===== config.mk =====
export PLATFORM = sky130hd
export DESIGN_NAME = cdb_arbiter
export DESIGN_NICKNAME = d
export VERILOG_FILES = /design/src/rtl/cdb_arbiter.sv
export SDC_FILE = /design/constraint.sdc
export NUM_CORES = 1
export LEC_CHECK = 0
export ABC_CLOCK_PERIOD_IN_PS = 2900
export CAP_MARGIN = 20
export CELL_PAD_IN_SITES_DETAIL_PLACEMENT = 0
export CELL_PAD_IN_SITES_GLOBAL_PLACEMENT = 1
export CORE_AREA = 4 4 41 43
export DETAILED_ROUTE_END_ITERATION = 16
export DIE_AREA = 0 0 45 47
export PLACE_DENSITY_LB_ADDON = 0.1
export SLEW_MARGIN = 10
export SYNTH_ARGS = -nofsm -noshare
export SYNTH_HDL_FRONTEND = slang
export SYNTH_SLANG_ARGS = --single-unit

===== constraint.sdc =====
create_clock -name clock -period 2.9 [get_ports clock]
set_input_delay 0.29 -clock clock [delete_from_list [all_inputs] [get_ports clock]]
set_output_delay 0.29 -clock clock [all_outputs]
set_load 0.03 [all_outputs]

===== src/rtl/cdb_arbiter.sv =====
// CDB writeback slot arbiter: multiplier reservations shift toward the bus, and the remaining
// slots go to branch, then mem, then ALU requesters. Define CDB_ARB_RR_EN for round-robin ALUs.
module cdb_arbiter #(
  parameter int unsigned N_CDB      = 3,
  parameter int unsigned NUM_BRANCH = 1,
  parameter int unsigned NUM_MEM    = 1,
  parameter int unsigned NUM_ALU    = 3,
  parameter int unsigned NUM_MULT   = 1,
  parameter int unsigned MULT_LAT   = 4
) (
  input  logic                         clock,
  input  logic                         reset,
  input  logic                         mispredict,
  input  logic [NUM_BRANCH-1:0]        branch_req,
  input  logic [NUM_MEM-1:0]           mem_req,
  input  logic [NUM_ALU-1:0]           alu_req,
  input  logic [NUM_MULT-1:0]          mult_issue,
  output logic [NUM_BRANCH-1:0]        branch_grants,
  output logic [NUM_MEM-1:0]           mem_grants,
  output logic [NUM_ALU-1:0]           alu_grants,
  output logic [$clog2(N_CDB+1)-1:0]   free_slots
);

  localparam int unsigned CW = $clog2(N_CDB + 1);
  localparam logic [CW-1:0] NCdbW = CW'(N_CDB);

  // res_q[k]: multiply results that will broadcast k cycles from now
  logic [CW-1:0] res_q [1:MULT_LAT-1];
  logic [CW-1:0] mult_cnt;
  logic [CW-1:0] budget;

`ifdef CDB_ARB_RR_EN
  localparam int unsigned PW = (NUM_ALU > 1) ? $clog2(NUM_ALU) : 1;
  logic [PW-1:0] rr_ptr_q, rr_ptr_d;
  int unsigned   last_alu;
  logic          alu_any;
`endif

  always_comb begin
    mult_cnt = '0;
    for (int i = 0; i < NUM_MULT; i++) begin
      mult_cnt = mult_cnt + CW'(mult_issue[i]);
    end
  end

  // Reset forces the full width so issue sees a clean bus while state is being cleared
  assign free_slots = reset ? NCdbW : (NCdbW - res_q[1]);

  always_comb begin
    int unsigned idx;
    branch_grants = '0;
    mem_grants    = '0;
    alu_grants    = '0;
    budget        = free_slots;
    idx           = 0;
`ifdef CDB_ARB_RR_EN
    last_alu      = 0;
    alu_any       = 1'b0;
`endif
    if (!reset && !mispredict) begin
      for (int i = 0; i < NUM_BRANCH; i++) begin
        if (branch_req[i] && budget != '0) begin
          branch_grants[i] = 1'b1;
          budget           = budget - 1'b1;
        end
      end
      for (int i = 0; i < NUM_MEM; i++) begin
        if (mem_req[i] && budget != '0) begin
          mem_grants[i] = 1'b1;
          budget        = budget - 1'b1;
        end
      end
      for (int i = 0; i < NUM_ALU; i++) begin
`ifdef CDB_ARB_RR_EN
        idx = (int'(rr_ptr_q) + i) % NUM_ALU;
`else
        idx = i;
`endif
        if (alu_req[idx] && budget != '0) begin
          alu_grants[idx] = 1'b1;
          budget          = budget - 1'b1;
`ifdef CDB_ARB_RR_EN
          last_alu        = idx;
          alu_any         = 1'b1;
`endif
        end
      end
    end
  end

`ifdef CDB_ARB_RR_EN
  assign rr_ptr_d = alu_any ? PW'((last_alu + 1) % NUM_ALU) : rr_ptr_q;

  // Grants are already zero under mispredict, so the pointer holds without extra gating
  always_ff @(posedge clock) begin
    if (reset) begin
      rr_ptr_q <= '0;
    end else begin
      rr_ptr_q <= rr_ptr_d;
    end
  end
`endif

  always_ff @(posedge clock) begin
    if (reset) begin
      for (int k = 1; k < MULT_LAT; k++) begin
        res_q[k] <= '0;
      end
    end else begin
      for (int k = 1; k < MULT_LAT - 1; k++) begin
        res_q[k] <= res_q[k+1];
      end
      res_q[MULT_LAT-1] <= mult_cnt;
    end
  end

endmodule


==> results of run 1 <==
[layout make-up]
type | instances | area [um^2]
inverter | 4 | 15.0
clock buffer | 4 | 26.3
timing repair buffer | 30 | 250
multi-input combinational | 31 | 300
tap | 15 | 18.8
sequential | 3 | 61.3
fill | 135 | 629
[timing repair]
| action | CTS | global route |
|---|---|---|
| pin swaps | 9 | 3 |
| cloned | 0 | 0 |
| resized for setup | 13 | 7 |
| hold endpoints to repair | 0 | 0 |
| buffers inserted | 3 | 1 |
| setup endpoints to repair | 2 | 2 |
[power groups by stage]
stage               Clock (mW)  Combinational, mW  Sequential (mW)
floorplan                    0             0.0402           0.0442
global placement             0             0.0759           0.0443
detailed placement           0             0.0800           0.0443
CTS                     0.0739             0.0915           0.0438
global route            0.0774              0.106           0.0439
finish                  0.0701             0.0951           0.0438
[metrics by stage]
step | power, mW | cell area (um^2)
final | 0.209 | 672
after global routing | 0.227 | 672
after CTS | 0.209 | 649
after detailed placement | 0.124 | 567
after global placement | 0.120 | 567
after floorplan | 0.0844 | 333
[worst max-delay path, cell delays in order, from the launching register on]
cell,delay [ps]
dfxtp_2,330
nand2b_4,70
ha_4,230
or2_4,230
nand2_2,60
inv_2,40
ha_4,140
nand2b_4,130
and3_4,140
or2_4,240
ha_4,260
nand3b_1,100
o311ai_2,280
a31oi_2,70
buf_6,150
[per-layer routing]
metal  share of wire  GRT usage  up-vias
met5               0          0        -
met4               0     0.0526        0
met3           0.064     0.0153        0
met2            0.58      0.178        9
met1            0.35     0.0973      172
li1                -          -      198
[final timing paths]
kind / cells after the start / to / slack (ps)
worst max-delay path: 14 / alu_grants[2] / -80
worst min-delay path: 3 / res_q[0][2] / 380
worst max register to register: 1 / res_q[0][2] / 2390
worst min register to register: 1 / res_q[0][2] / 440
[cells by family after synthesis]
group                      synth area share
AOI/OAI and AO/OA                     0.120
DFF                                   0.199
other                                0.0124
adders and majority gates             0.166
buffers and inverters                0.0747
and+or+nand+nor                       0.427
[placed cells by master, fill, tap and decap left out, drive strengths merged]
cell type      netlist  layout
buf                  1      20
clkbuf               0       4
nand2                3       3
inv                  4       4
o311ai               1       1
dfxtp                3       3
nand2b               4       4
ha                   4       4
dlygate4sd2          0       1
clkdlybuf4s50        0       9
conb                 1       1
and3                 1       1
nand3b               2       2
or2                  2       2
o21ai                1       1
nor2b                3       3
a21oi                2       2
nor3                 3       3
nor2                 2       2
a31oi                2       2
==> metrics.md, run 1 <==
| Metric | Value |
|---|---|
| Status | `finished with violations` |
| Failing checks | `negative setup slack` |
| Average wire per standard cell | `9.91 um` |
| CTS clk-pin slew, worst paths | `40 ps` |
| RSZ-0062 raised after global routing | `yes` |
| Total grt overflow | `0` |
| Detail Route Antenna Nets | `0` |
| Hold path startpoint | `reset` |
| Fin. max-slew vios | `0` |
| CTS tree | `yes` |
| Switching Share | `0.290` |
| Gr usage total | `0.0938` |
| Sw power | `about 0.06 mW` |
| Post-synthesis cell type count | `19` |
| # hold bufs at CTS | `0` |
| Ratio of final minimum period to clock period | `1.03` |
| Clock Latency Late Sink | `between 200 and 250 ps` |
| Biggest regs | `res_q x3` |
| Share of post-route cells with drive strength above 1 | `0.597` |
| First-pass GRT wire length | `1420 um` |
| Initial DRC count | `3` |
| Setup slack after layout | `-84.2 ps` |
| DRC | `0` |
| Critical path type | `reg2out` |
| Leak | `just under 0.3 nW` |
| Ant. Diodes | `0` |
| Internal | `0.148 mW` |
| Top Ports | `16` |
| H-tree depth | `1` |
| Via Count | `379` |
| Initial Utilization | `0.232` |
| Critical Path AT | `2690 ps` |
| FF-to-FF Start | `res_q[0][4]` |
| Yosys top cell by area | `dfxtp_1` |
| Clock buffer depth | `2` |
| Endpoints failing hold | `0` |
| Vert. Die Dim | `47 um` |
| Biggest register | `res_q` |
| Post-synth top area share | `0.199` |
| Fmax | `335 MHz` |
| Post-Synthesis Net Count | `52` |
| Critical path launch point | `res_q[0][2]` |
| EDFF count, synth | `0` |
| Clk root buf | `clkbuf_4` |
| Hold Path Class | `in2reg` |
| Core area | `0.00130 mm^2` |
| Worst hold margin | `380 ps` |
| Num CTS Buffers | `3` |
| Routed WL | `862 um` |
| Pwr/cell area | `311 mW/mm^2` |
| Largest register FFs | `3` |
| Via/cell ratio | `between 4 and 5` |
| Clock Sinks | `3` |
| Initial antenna violation count | `0` |
| Clk_skew | `3.57 ps` |
| Vias in the first global route | `380` |
| Count leader, synth | `ha_1` |
| Final net count | `between 80 and 90` |
| Placement Rows | `13` |
| Final Util | `0.516` |
| Max-Cap Viols | `0` |
| Avg Cell Area, Syn | `7.73 um^2` |
| Seq cells post-synth | `3` |
| Ys async rst share | `0` |
| Non-Filler Instances | `87` |
| Worst slack at placement | `-583 ps` |
| Die Width | `~45 um` |
| Startpoint Class | `flop` |
| Die Footprint | `0.00212 mm^2` |
| Required @ worst endpoint | `2610 ps` |
| Synth Flop Type | `dfxtp_1` |
| Clock power frac | `0.335` |
| Area growth syn-to-layout | `123%` |
| Post-DP HPWL | `722 um` |
| Post-layout min period | `between 2000 and 3000 ps` |
| Post-synthesis sequential area ratio | `0.199` |
| Share of power burned in registers | `0.210` |
| Finish-stage setup viols | `1` |
| Largest fanout on the critical path | `4` |
| CP endpoint kind | `output port` |
| Max IR drop VDD | `approximately 260 uV` |
| RePlAce Congestion | `0.654` |
| Number of port buffers | `14` |
| Largest net degree at the start of global routing | `8` |
| Synth area leaders | `dfxtp_1 (20%), ha_1 (17%), nand2b_1 (6.2%), nor2b_1 (6.2%), or2_4 (5.8%)` |
| Drt first pass iters | `4` |
| Dpl cells | `79` |
| Total Negative Setup Slacks | `-84.2 ps` |
| Area of the mapped netlist | `302 um^2` |
| Combinational Power Share | `0.455` |
| Syn. warnings | `0` |
| Syn Inst Count | `39` |
Power figures use the tool's default switching activity.
==> run 2: changes to the inputs <==
--- a/config.mk
+++ b/config.mk
@@ -10,6 +10,7 @@
 export CELL_PAD_IN_SITES_DETAIL_PLACEMENT = 0
 export CELL_PAD_IN_SITES_GLOBAL_PLACEMENT = 1
 export CORE_AREA = 4 4 41 43
+export CTS_CLUSTER_SIZE = 28
 export DETAILED_ROUTE_END_ITERATION = 16
 export DIE_AREA = 0 0 45 47
 export PLACE_DENSITY_LB_ADDON = 0.1
==> results of run 2 <==
No change in the layout: final DEF, timing and power equal those of run 1.
==> run 3: changes to the inputs <==
--- a/config.mk
+++ b/config.mk
@@ -9,10 +9,10 @@
 export CAP_MARGIN = 20
 export CELL_PAD_IN_SITES_DETAIL_PLACEMENT = 0
 export CELL_PAD_IN_SITES_GLOBAL_PLACEMENT = 1
-export CORE_AREA = 4 4 41 43
+export CORE_AREA = 10 10 47 49
 export CTS_CLUSTER_SIZE = 28
 export DETAILED_ROUTE_END_ITERATION = 16
-export DIE_AREA = 0 0 45 47
+export DIE_AREA = 0 0 57 59
 export PLACE_DENSITY_LB_ADDON = 0.1
 export SLEW_MARGIN = 10
 export SYNTH_ARGS = -nofsm -noshare
==> run 3 against run 2 <==
The flow still finishes with violations (negative setup slack); count of clock-buffer cells in the layout unchanged; power increased by 3.6%; global-route usage decreased by 2.7 points; first-iteration DRC count decreased by 67%; highest routed layer is now met4.
==> metrics.md, run 3 (synthesis results as in run 1) <==
| Metric | Value |
|---|---|
| Status | `finished with violations` |
| Failing checks | `negative setup slack` |
| Ant. Diodes | `0 (unchanged)` |
| Largest net degree at the start of global routing | `8 (unchanged)` |
| Largest register FFs | `3 (unchanged)` |
| Clock Sinks | `3 (unchanged)` |
| Vias in the first global route | `439 (+16%)` |
| Max IR drop VDD | `273 uV (+6.8%)` |
| Setup slack after layout | `-89.8 ps (-5.59 ps)` |
| H-tree depth | `1 (unchanged)` |
| CTS tree | `yes` |
| Biggest regs | `res_q x3` |
| Drt first pass iters | `3 (-1)` |
| Worst r2r dst | `res_q[0][2]` |
| DRC | `0 (unchanged)` |
| Met2 Usage GRT | `0.118 (-0.0601)` |
| Average wire per standard cell | `12.1 um (+22%)` |
| Largest fanout on the critical path | `4 (unchanged)` |
| CP Capture Point | `alu_grants[2]` |
| Clock Latency Late Sink | `240 ps (about the same)` |
| Die Footprint | `0.00336 mm^2 (+59%)` |
| RSZ-0062 raised after global routing | `yes` |
| Initial Utilization | `0.215 (-0.0166)` |
| Detail Route Antenna Nets | `0 (unchanged)` |
| Finish-stage setup viols | `1 (unchanged)` |
| Clk_skew | `1.86 ps (-1.71 ps)` |
| Required @ worst endpoint | `2610 ps (about the same)` |
| Footprint of the multi-input gates | `309 um^2 (+2.9%)` |
| Dpl cells | `77 (-2.5%)` |
| Fillers | `149 (+10%)` |
| FF-to-FF Start | `res_q[0][4]` |
| Num CTS Buffers | `3 (unchanged)` |
| Die Width | `57 um (+27%)` |
| Area growth syn-to-layout | `120%` |
| Gr usage total | `0.0670 (-0.0268)` |
| Hold Path Class | `reg2reg` |
| Pwr/cell area | `326 mW/mm^2 (+4.8%)` |
| Critical Path AT | `2700 ps (about the same)` |
| Initial antenna violation count | `0 (unchanged)` |
| CP endpoint kind | `output port` |
| Clk root buf | `clkbuf_4` |
| Post-layout min period | `2990 ps (+5.59 ps)` |
| Fin. max-slew vios | `0 (unchanged)` |
| Number of port buffers | `14 (unchanged)` |
| RePlAce Congestion | `0.633 (-3.3%)` |
| Leak | `0.287 nW (-3.9%)` |
| Worst reg-to-reg path cell count | `1 (unchanged)` |
| First-pass GRT wire length | `1780 um (+25%)` |
| Placement Rows | `14 (+1)` |
| Fmax | `334 MHz (-0.19%)` |
| CTS clk-pin slew, worst paths | `40 ps (about the same)` |
| Commonest non-fill, non-tap cell in the layout | `buf_4` |
| Met3 Usage GRT | `0.0365 (+0.0212)` |
| Critical path launch point | `res_q[0][2]` |
| Routed WL | `1030 um (+19%)` |
| Reg-to-reg slack, setup | `2380 ps (about the same)` |
| Biggest register | `res_q` |
| Critical path type | `reg2out` |
| Initial DRC count | `1 (-2)` |
| Met1 usage | `0.0595 (-0.0378)` |
| Max-Cap Viols | `0 (unchanged)` |
| Total grt overflow | `0 (unchanged)` |
| Endpoints failing hold | `0 (unchanged)` |
| Share of post-route cells with drive strength above 1 | `0.565 (-0.0320)` |
| Startpoint Class | `flop` |
| Busiest grt layer | `met2` |
| # hold bufs at CTS | `0 (unchanged)` |
| Ratio of final minimum period to clock period | `1.03 (+0.00193)` |
| Non-Filler Instances | `85 (-2.3%)` |
| Most frequent cells in the layout | `buf_4 (15), clkdlybuf4s50_1 (9)` |
| Clock buffer depth | `2 (unchanged)` |
| Final net count | `83 (-3.5%)` |
| Worst hold margin | `451 ps (+70.8 ps)` |
| Core area | `0.00140 mm^2 (+7.7%)` |
| Via Count | `367 (-3.2%)` |
| Top Ports | `16 (unchanged)` |
| Post-DP HPWL | `733 um (+1.5%)` |
| Reg area | `61.3 um^2 (unchanged)` |
| Total Negative Setup Slacks | `-89.8 ps (-5.59 ps)` |
| Via/cell ratio | `4.32 (-0.89%)` |
| Vert. Die Dim | `59 um (+26%)` |
## run 3: cell count changes in the layout (fill, tap and decap cells not counted)
| cell | before | now |
|---|---|---|
| a31oi_2 | 2 | 1 |
| clkdlybuf4s15_1 | 0 | 1 |
| buf_2 | 1 | 0 |
| a31oi_4 | 0 | 1 |
| buf_4 | 18 | 15 |
## run 3: what timing repair did
action / in CTS / in global routing
buffers inserted: 2 / 2
setup endpoints to repair: 2 / 2
pin swaps: 8 / 5
gates resized for setup: 13 / 6
## run 3: area by class of cell
type	count	share of cell area
clock buffers	4	0.0395
inverters	4	0.0226
multi-input cells	31	0.465
flip-flops and latches	3	0.0923
well taps	16	0.0301
repair buffers	27	0.350
## run 3: critical path: stages, from the launching register on
cell	delay [ps]
dfxtp_2	330
nand2b_4	70
ha_4	230
or2_4	250
nand2_2	60
inv_2	40
ha_4	140
nand2b_4	130
and3_4	150
or2_4	240
ha_4	250
nand3b_1	90
o311ai_2	260
a31oi_2	70
buf_6	150
## run 3: report_power, final
part	internal, mW	total [mW]	leakage (nW)	switching [mW]
Combinational	0.0520	0.0947	0.246	0.0427
Clock	0.0519	0.0780	0.0150	0.0261
Sequential	0.0432	0.0437	0.0251	0.000532
Total	0.147	0.216	0.287	0.0694
## run 3: worst min path at each step
stage,end,slack (ps),from,cells after the start
after floorplan,res_q[0][2],360,reset,1
after global placement,res_q[0][2],430,res_q[0][4],1
after detailed placement,res_q[0][4],440,res_q[0][6],1
after CTS,res_q[0][2],450,res_q[0][4],1
after global routing,res_q[0][4],470,res_q[0][6],1
final,res_q[0][4],450,res_q[0][6],1
## run 3: per-stage QoR
stage | instance area [um^2] | utilization | setup WS [ps] | power [mW]
floorplan | 333 | - | 6.17 | 0.0844
global placement | 546 | 0.389 | -431 | 0.116
detailed placement | 546 | 0.389 | -464 | 0.118
CTS | 623 | 0.445 | -158 | 0.211
global route | 664 | 0.474 | -251 | 0.234
finish | 664 | 0.474 | -89.8 | 0.216
## run 3: layer usage
layer | part of all wire | up-vias
li1 | - | 191
met1 | 0.37 | 160
met2 | 0.52 | 14
met3 | 0.091 | 2
met4 | 0.023 | 0
met5 | 0 | -
